[src/rtl/pc_sequencer_pkg.sv]
// Shared opcode codes, reset address default, sequencer state encoding and helpers.
package pc_sequencer_pkg;

   localparam logic [3:0] OP_B    = 4'hA;
   localparam logic [3:0] OP_CALL = 4'hC;
   localparam logic [3:0] OP_RET  = 4'hD;

   localparam logic [15:0] DEFAULT_RESET_PC = 16'h0000;

   localparam logic [1:0] ST_BOOT  = 2'd0;
   localparam logic [1:0] ST_RUN   = 2'd1;
   localparam logic [1:0] ST_FAULT = 2'd2;

   function automatic logic [15:0] sext8(input logic [7:0] v);
      return {{8{v[7]}}, v};
   endfunction

endpackage

[src/rtl/pc_sequencer_ras_stack.sv]
// Return-address stack: storage and entry count only; over/underflow policy lives in the caller.
// Ignored push when full and ignored pop when empty keep the count in range.
module ras_stack #(
   parameter int DEPTH = 8,
   parameter int AW    = 3
) (
   input  logic        clk,
   input  logic        rst,
   input  logic        push,
   input  logic        pop,
   input  logic [15:0] din,
   output logic [15:0] top,
   output logic        empty,
   output logic        full
);

   localparam logic [AW:0]   FULL_CNT = (AW+1)'(DEPTH);
   localparam logic [AW:0]   ONE_CNT  = (AW+1)'(1);
   localparam logic [AW-1:0] ONE_IDX  = AW'(1);

   logic [15:0]   slot_q [DEPTH];
   logic [AW:0]   count_q, count_d;
   logic [AW-1:0] wr_idx, rd_idx;
   logic          do_push, do_pop;

   assign empty   = (count_q == '0);
   assign full    = (count_q == FULL_CNT);
   assign wr_idx  = count_q[AW-1:0];
   assign rd_idx  = count_q[AW-1:0] - ONE_IDX;
   assign top     = slot_q[rd_idx];
   assign do_push = push & ~full;
   assign do_pop  = pop & ~empty & ~push;

   always_comb begin
      count_d = count_q;
      if (do_push)
         count_d = count_q + ONE_CNT;
      else if (do_pop)
         count_d = count_q - ONE_CNT;
   end

   always_ff @(posedge clk) begin
      if (rst)
         count_q <= '0;
      else
         count_q <= count_d;
   end

   // Slots need no reset: the count gates every read that matters.
   always_ff @(posedge clk) begin
      if (do_push)
         slot_q[wr_idx] <= din;
   end

endmodule

[src/rtl/pc_sequencer.sv]
// Fetch PC sequencer: sequential fetch, hazard hold, EX-resolved B/CALL/RET redirects with a RAS.
// if_pc is registered; flush_if is combinational from the current EX redirect decision.
module pc_sequencer
   import pc_sequencer_pkg::*;
#(
   parameter logic [15:0] RESET_PC  = DEFAULT_RESET_PC,
   parameter int          RAS_DEPTH = 8,
   parameter int          RAS_AW    = 3
) (
   input  logic        clk,
   input  logic        rst,
   input  logic        hazard,
   input  logic        ex_valid,
   input  logic [15:0] ex_pc,
   input  logic [15:0] ex_instr,
   input  logic        branch,
   output logic [15:0] if_pc,
   output logic        if_valid,
   output logic        flush_if,
   output logic        ras_empty,
   output logic        ras_full,
   output logic        fault
);

   logic [1:0]  state_q, state_d;
   logic [15:0] pc_q, pc_d;
   logic        fault_q, fault_d;

   logic [3:0]  opcode;
   logic        is_b, is_call, is_ret;
   logic        take_b, take_call, take_ret, redirect;
   logic        overflow, underflow;
   logic [15:0] b_target, call_target, ret_link, ras_top;

   assign opcode      = ex_instr[15:12];
   assign is_b        = (opcode == OP_B);
   assign is_call     = (opcode == OP_CALL);
   assign is_ret      = (opcode == OP_RET);
   assign b_target    = ex_pc + 16'd2 + sext8(ex_instr[7:0]);
   assign call_target = {ex_pc[15:12], ex_instr[11:0]};
   assign ret_link    = ex_pc + 16'd2;

   ras_stack #(
      .DEPTH (RAS_DEPTH),
      .AW    (RAS_AW)
   ) u_ras (
      .clk   (clk),
      .rst   (rst),
      .push  (take_call),
      .pop   (take_ret),
      .din   (ret_link),
      .top   (ras_top),
      .empty (ras_empty),
      .full  (ras_full)
   );

   // Redirect decode; a CALL on a full stack or RET on an empty one faults instead.
   always_comb begin
      take_b    = 1'b0;
      take_call = 1'b0;
      take_ret  = 1'b0;
      overflow  = 1'b0;
      underflow = 1'b0;
      if (state_q == ST_RUN && ex_valid) begin
         if (is_b) begin
            take_b = branch;
         end else if (is_call) begin
            overflow  = ras_full;
            take_call = ~ras_full;
         end else if (is_ret) begin
            underflow = ras_empty;
            take_ret  = ~ras_empty;
         end
      end
   end

   assign redirect = take_b | take_call | take_ret;

   always_ff @(posedge clk) begin
      if (rst) begin
         state_q <= ST_BOOT;
         pc_q    <= RESET_PC;
         fault_q <= 1'b0;
      end else begin
         state_q <= state_d;
         pc_q    <= pc_d;
         fault_q <= fault_d;
      end
   end

   always_comb begin
      state_d = state_q;
      case (state_q)
         ST_BOOT:  state_d = ST_RUN;
         ST_RUN:   if (overflow || underflow) state_d = ST_FAULT;
         ST_FAULT: state_d = ST_FAULT;
         default:  state_d = ST_BOOT;
      endcase
   end

   // Redirects take precedence over the hazard hold.
   always_comb begin
      pc_d    = pc_q;
      fault_d = fault_q | overflow | underflow;
      if (take_b)
         pc_d = b_target;
      else if (take_call)
         pc_d = call_target;
      else if (take_ret)
         pc_d = ras_top;
      else if (state_q == ST_RUN && !hazard && !overflow && !underflow)
         pc_d = pc_q + 16'd1;
   end

   always_comb begin
      if_valid = (state_q == ST_RUN);
      flush_if = redirect;
   end

   assign if_pc = pc_q;
   assign fault = fault_q;

endmodule

[config.mk]
export PLATFORM = sky130hd
export DESIGN_NAME = pc_sequencer
export DESIGN_NICKNAME = d
export VERILOG_FILES = /design/src/rtl/pc_sequencer_pkg.sv /design/src/rtl/pc_sequencer_ras_stack.sv /design/src/rtl/pc_sequencer.sv
export SDC_FILE = /design/constraint.sdc
export NUM_CORES = 1
export LEC_CHECK = 0
export ABC_CLOCK_PERIOD_IN_PS = 5200
export BUFFER_PORTS_ARGS = -buffer_cell sky130_fd_sc_hd__buf_2
export CAP_MARGIN = 10
export CORE_MARGIN = 2
export CORE_UTILIZATION = 60
export CTS_BUF_LIST = sky130_fd_sc_hd__clkbuf_8 sky130_fd_sc_hd__clkbuf_16
export DETAILED_ROUTE_END_ITERATION = 10
export PLACE_DENSITY_LB_ADDON = 0.08
export SLEW_MARGIN = 20
export SYNTH_ARGS = -nofsm -noshare
export SYNTH_HDL_FRONTEND = slang
export SYNTH_SLANG_ARGS = --single-unit
[constraint.sdc]
create_clock -name clk -period 5.2 [get_ports clk]
set_clock_uncertainty 0.1 [all_clocks]
set_input_delay 0 -clock clk [delete_from_list [all_inputs] [get_ports clk]]
set_output_delay 0 -clock clk [all_outputs]
set_load 0.1 [all_outputs]
==> results of run 1 <==
-- synth_stat cells, types with 4 or more instances --
cell | count | share of area [%]
edfxtp_1 | 128 | 51
nor3b_1 | 4 | 0.40
mux2_2 | 6 | 0.89
nand3_1 | 17 | 1.1
a21o_1 | 7 | 0.69
mux4_2 | 31 | 9.2
dfxtp_1 | 23 | 6.1
buf_4 | 4 | 0.40
clkbuf_1 | 4 | 0.20
nor2_1 | 32 | 1.6
buf_2 | 9 | 0.59
o32ai_1 | 4 | 0.46
mux2i_1 | 10 | 1.3
ha_1 | 25 | 4.1
o21ai_0 | 12 | 0.79
nor3_1 | 6 | 0.40
a31oi_1 | 5 | 0.41
a222oi_1 | 8 | 1.1
xnor2_1 | 30 | 3.5
and3_1 | 7 | 0.58
a21oi_1 | 29 | 1.9
xor2_1 | 15 | 1.7
nand2_1 | 41 | 2.0
nor4_1 | 8 | 0.66
o221ai_1 | 5 | 0.58
nand4_1 | 9 | 0.74
inv_1 | 12 | 0.59
-- layer usage --
metal,global-route usage (%),vias up,routed length (um)
li1,-,2351,-
met1,40.0,2557,7580
met2,45.9,247,9010
met3,6.69,45,1470
met4,13.8,0,630
met5,0,-,0
-- worst paths after layout --
path,endpoint,depth (start not counted),startpoint,slack (ns)
setup / recovery,u_ras.slot_q[2][11],7,u_ras.count_q[1],1.65
setup reg to reg,u_ras.slot_q[2][11],7,u_ras.count_q[1],1.65
hold / removal,u_ras.slot_q[3][6],2,ex_pc[6],0.02
hold reg to reg,fault,2,fault,0.35
-- critical path, cell delays in order (launching register included) --
cell and delay [ns]:
dfxtp_1 0.53, inv_1 0.17, ha_2 0.24, and3b_1 0.22, nor3_4 0.61, inv_2 0.27, nor4_2 0.72, buf_4 0.36
-- sequential cells by signal (all words and copies together) (netlist names) --
signal / count
if_pc: 16
fault: 1
u_ras.count_q: 4
u_ras.slot_q: 128
state_q: 2
-- through the flow --
stage	power, mW	util (%)	cells	instance area [um^2]	hold slack, ns
floorplan	1.84	-	551	7580	-0.00113
global placement	1.96	64.7	769	8060	0.210
detailed placement	1.98	64.7	769	8060	0.214
CTS	3.21	71.0	821	8860	0.0000338
global route	3.31	71.1	821	8860	0.0287
finish	3.20	71.1	821	8860	0.0184
-- power by group through the flow --
stage / registers (mW) / logic (mW) / clock network, mW
global route: 1.39 / 0.635 / 1.29
CTS: 1.38 / 0.585 / 1.24
global placement: 1.41 / 0.556 / 0
floorplan: 1.54 / 0.308 / 0
detailed placement: 1.41 / 0.569 / 0
finish: 1.38 / 0.590 / 1.23
-- cell families after synthesis --
group | count (synthesis) | share of synthesized area (%)
flops | 151 | 56.8
xor+xnor | 46 | 5.42
compound gates | 98 | 8.92
simple gates | 147 | 10.1
fa+ha+maj | 27 | 4.66
mux | 48 | 11.8
buf+inv | 34 | 2.34
-- area by class of cell --
cell class	count	area, um^2	share of cell area [%]
Clock buffer	17	425	4.80
Clock inverter	15	169	1.91
Inverter	13	48.8	0.551
Multi-Input combinational cell	366	3130	35.4
Sequential cell	151	4310	48.6
Tap cell	172	215	2.43
Timing Repair Buffer	87	561	6.33
-- what timing repair did --
item | 4_1_cts | 5_1_grt
resized for setup | 0 | 0
setup endpoints to repair | 0 | 0
endpoints found under the hold margin | 64 | 0
hold buffers | 20 | 0
==> flow_metrics.tcl, run 1 <==
set metrics [dict create \
    setup_viol 0 \
    synth_top_flop_cell "edfxtp_1" \
    remaining_drc_errors 0 \
    syn_to_final_growth_pct 16.9 \
    clock_sinks 151 \
    die_w_um 116 \
    final_cell_mix "edfxtp_1, buf_2, nand2_1, nor2_1, mux4_2" \
    seqPwrFrac_pct 43.2 \
    relSlewSlack_pct 38.5 \
    port_buffers 57 \
    worstSetupPathType "reg -> reg" \
    cts_buffer_depth 2 \
    grt_max_degree 39 \
    cts.htree.levels 4 \
    hp-class "in -> reg" \
    grt_first_pass_wirelength_mm 28.4 \
    io_pins 58 \
    intPower_mw 2.24 \
    grt_antenna_before_repair 0 \
    async_flop_share_pct 0 \
    yosys_warnings 0 \
    worstMarginPinSlew_ns 0.922 \
    routed-via-count 5200 \
    ys_seq_area_share_pct 56.8 \
    row_count 41 \
    synth.distinct_cells 67 \
    core_area_um2 12500 \
    die_height_um 116 \
    outcome "completed" \
    globalplace.congestion 0.917 \
    fill_cells 848 \
    comb_power_share_pct 18.4 \
    syn_avg_cell_area_um2 13.8 \
    routed_wl_mm 18.7 \
    dieArea_um2 13500 \
    clockPowerShare_pct 38.4 \
    tritoncts "built" \
    synth_edf_count 128 \
    numCtsBuffers 17 \
    hold_viol 0 \
    final_nets 700 \
    setup_slack_ns 1.65 \
    cp-start-kind "flip-flop" \
    setup_tns_ns 0 \
    pre_cts_slack_ns 1.67 \
    p_switching_mw 0.963 \
    post_cts_buffers 0 \
    grt_pass1_vias 5012 \
    yosys_register_bits 151 \
    synthCells 551 \
    clock.fmax_ghz 0.281 \
    cap_violations 0 \
    ir_worst_vdd_uv 309 \
    root_buffer "clkbuf_16" \
    p_leak_nw 3.13 \
    vias_per_cell 6.33 \
    post-route-period-util_pct 68.4 \
    drv_slew 0 \
    drt-initial-drc-count 672 \
    required_ns 5.22 \
    dr.pass1.iters 6 \
    clk_latency_ns 0.43 \
    grt_use_total_pct 29.5 \
    grt_setup_unrepaired "no" \
    ant_nets 0 \
    grt-ovfl-total 0 \
    synth.cell_area_um2 7580 \
    clk_pin_slew_ns 0.06 \
    wire_per_inst_um 22.8 \
    initial_core_util_pct 60.8 \
    layout-drive-gt1-share_pct 23.9 \
    cp.arrival_ns 3.58 \
    dp_hpwl_mm 12.6 \
    period_needed_ns 3.55 \
    path_max_fanout 15 \
    layout_commonest_cell "edfxtp_1" \
    power_density_nw_per_um2 361 \
    n_antenna_cell 0 \
    syn_nets 615 \
    swShare_pct 30.1 \
    end_kind "flip-flop" \
]
No activity file was read; power rests on OpenSTA's default activity.
==> run 2: changes to the inputs <==
--- a/config.mk
+++ b/config.mk
@@ -5,7 +5,7 @@
 export SDC_FILE = /design/constraint.sdc
 export NUM_CORES = 1
 export LEC_CHECK = 0
-export ABC_CLOCK_PERIOD_IN_PS = 5200
+export ABC_CLOCK_PERIOD_IN_PS = 3500
 export BUFFER_PORTS_ARGS = -buffer_cell sky130_fd_sc_hd__buf_2
 export CAP_MARGIN = 10
 export CORE_MARGIN = 2
==> constraint.sdc (replaced) <==
create_clock -name clk -period 3.5 [get_ports clk]
set_clock_uncertainty 0.1 [all_clocks]
set_input_delay 0 -clock clk [delete_from_list [all_inputs] [get_ports clk]]
set_output_delay 0 -clock clk [all_outputs]
set_load 0.1 [all_outputs]
==> run 2 against run 1 <==
Effect of this change:
- register-to-register slack got worse by 1.4 ns
- largest cell class unchanged
- final area rose by 1.2%
- utilization rose by 0.87 points
- worst setup slack got worse by 1.4 ns
- first-iteration DRC count fell by 14%
- worst hold slack improved by 0.0014 ns
- die area did not move
- largest power group unchanged
- sequential share of layout area fell by 0.59 points
- sequential power rose by 49%
- critical endpoint is now if_pc[9]
- cell count rose by 1.7%
==> flow_metrics.tcl, run 2 (synthesized netlist as in run 1, its figures left out) <==
set metrics [dict create \
    comb_power_share_pct 19.0 \
    clockPowerShare_pct 37.1 \
    timing.hold.ws_ns 0.0198 \
    layout-drive-gt1-share_pct 25.0 \
    cp_slowest_cell "xnor2_1" \
    required_ns 3.74 \
    routed-via-count 5302 \
    largest_reg_flops 128 \
    row_count 41 \
    die_w_um 116 \
    worstMarginPinSlew_ns 0.778 \
    grt_setup_unrepaired "no" \
    swShare_pct 29.3 \
    initial_core_util_pct 60.8 \
    dp_cells 784 \
    grt_max_degree 39 \
    grt_antenna_before_repair 0 \
    vias_per_cell 6.35 \
    seqPwrFrac_pct 43.9 \
    grt_pass1_vias 5007 \
    crit_chain "dlygate4sd3_1 > buf_2 > and4_1 > nand4_1 > xnor2_1 > ha_1 > nand2_1 > a2111oi_1 > nor3b_1 > or3_1 > a31oi_1" \
    r2r_start "u_ras.count_q[1]" \
    cp-start-kind "input port" \
    cts_buffer_depth 2 \
    critPathMaxStageDelay_ns 0.62 \
    period_needed_ns 3.22 \
    clk_latency_ns 0.42 \
    clock_sinks 151 \
    hp-class "in -> reg" \
    wire_per_inst_um 22.7 \
    fin_cells 835 \
    final_nets 717 \
    reg2reg_depth 9 \
    intPower_mw 3.31 \
    tritoncts "built" \
    remaining_drc_errors 0 \
    grt_first_pass_wirelength_mm 28.2 \
    drt-initial-drc-count 580 \
    port_buffers 57 \
    dieArea_um2 13500 \
    cp.arrival_ns 3.47 \
    worstSetupPathType "in -> reg" \
    path_max_fanout 9 \
    whs_endpoint "u_ras.slot_q[7][1]" \
    cts.repair.resized 0 \
    power_density_nw_per_um2 522 \
    ant_nets 0 \
    post-route-period-util_pct 92.1 \
    grt-ovfl-total 0 \
    r2r_setup_slack_ns 0.28 \
    rr_endpoint "if_pc[0]" \
    n_antenna_cell 0 \
    p_leak_nw 3.20 \
    ir_worst_vdd_uv 369 \
    relSlewSlack_pct 48.0 \
    end_kind "flip-flop" \
    numCtsBuffers 17 \
    hold_viol 0 \
    setup_viol 0 \
    drv_slew 0 \
    cts.htree.levels 4 \
    layout_commonest_cell "edfxtp_1" \
    post_cts_buffers 0 \
    outcome "completed" \
    regMostFlops "u_ras.slot_q" \
    setup_tns_ns 0 \
    design_area_um2 8970 \
    routed_wl_mm 19.0 \
    syn_to_final_growth_pct 18.3 \
    clk_pin_slew_ns 0.06 \
    final_cell_mix "edfxtp_1, buf_2, nand2_1, nor2_1, mux4_2" \
    place_area_um2 8190 \
    cap_violations 0 \
    dp_hpwl_mm 12.2 \
    die_height_um 116 \
    io_pins 58 \
    root_buffer "clkbuf_16" \
    fill_cells 856 \
    dr.pass1.iters 6 \
    min_path_cells 2 \
    p_switching_mw 1.37 \
    cts_hold_buf 22 \
    hp-start "ex_pc[1]" \
    globalplace.congestion 0.932 \
    grt_use_total_pct 29.2 \
    core_area_um2 12500 \
    clock.fmax_ghz 0.310 \
]
run 2: cell types whose count changed in the layout (fill, tap and decap cells not counted), sizes merged:
cell         previous run  this run
clkinv                  5         4
buf                    67        82
clkinvlp                2         1
dlygate4sd3            20        22
inv                    19        18
run 2: critical path: cells and delay by family:
kind / cells / cell delay [ns]
compound gates: 2 / 0.68
xor+xnor: 1 / 0.62
simple gates: 5 / 1.13
fa+ha+maj: 1 / 0.38
buf+inv: 2 / 0.66
run 2: area by class of cell:
type	count	area, um^2	area share [%]
Clock buffer	17	425	4.74
Clock inverter	12	129	1.44
Inverter	13	48.8	0.544
Multi-Input combinational cell	366	3140	35.0
Sequential cell	151	4310	48.0
Tap cell	172	215	2.40
Timing Repair Buffer	104	706	7.87
run 2: layer usage:
layer	GRT usage, %	vias up	share of wire, %
met2	45.5	244	47
li1	-	2380	-
met4	14.1	0	3.4
met1	39.0	2628	42
met5	0	-	0
met3	7.27	50	6.8
run 2: stage by stage:
stage          setup WS, ns  util (%)  power, mW
2_1_floorplan        -0.839         -       2.74
3_3_place_gp          0.586      65.7       2.93
3_5_place_dp          0.501      65.7       2.95
6_report              0.277      71.9       4.68
4_1_cts               0.345      71.9       4.69
5_1_grt              0.0888      71.9       4.84
run 2: power groups by stage:
stage,combinational [mW],sequential [mW],clock (mW)
floorplan,0.459,2.28,0
global placement,0.836,2.09,0
detailed placement,0.854,2.09,0
CTS,0.881,2.05,1.76
global route,0.953,2.06,1.83
finish,0.890,2.06,1.74
run 2: worst max path at each step:
stage                     slack [ns]             start            endpoint  cells past startpoint
final                           0.28          ex_pc[3]            if_pc[9]                     11
after global placement          0.59          ex_pc[3]           if_pc[15]                     11
after detailed placement        0.50          ex_pc[3]            if_pc[9]                     10
after floorplan                -0.84  u_ras.count_q[0]  u_ras.slot_q[0][0]                      8
after global routing            0.09  u_ras.count_q[1]            if_pc[0]                      9
after CTS                       0.35  u_ras.count_q[1]            if_pc[0]                      9
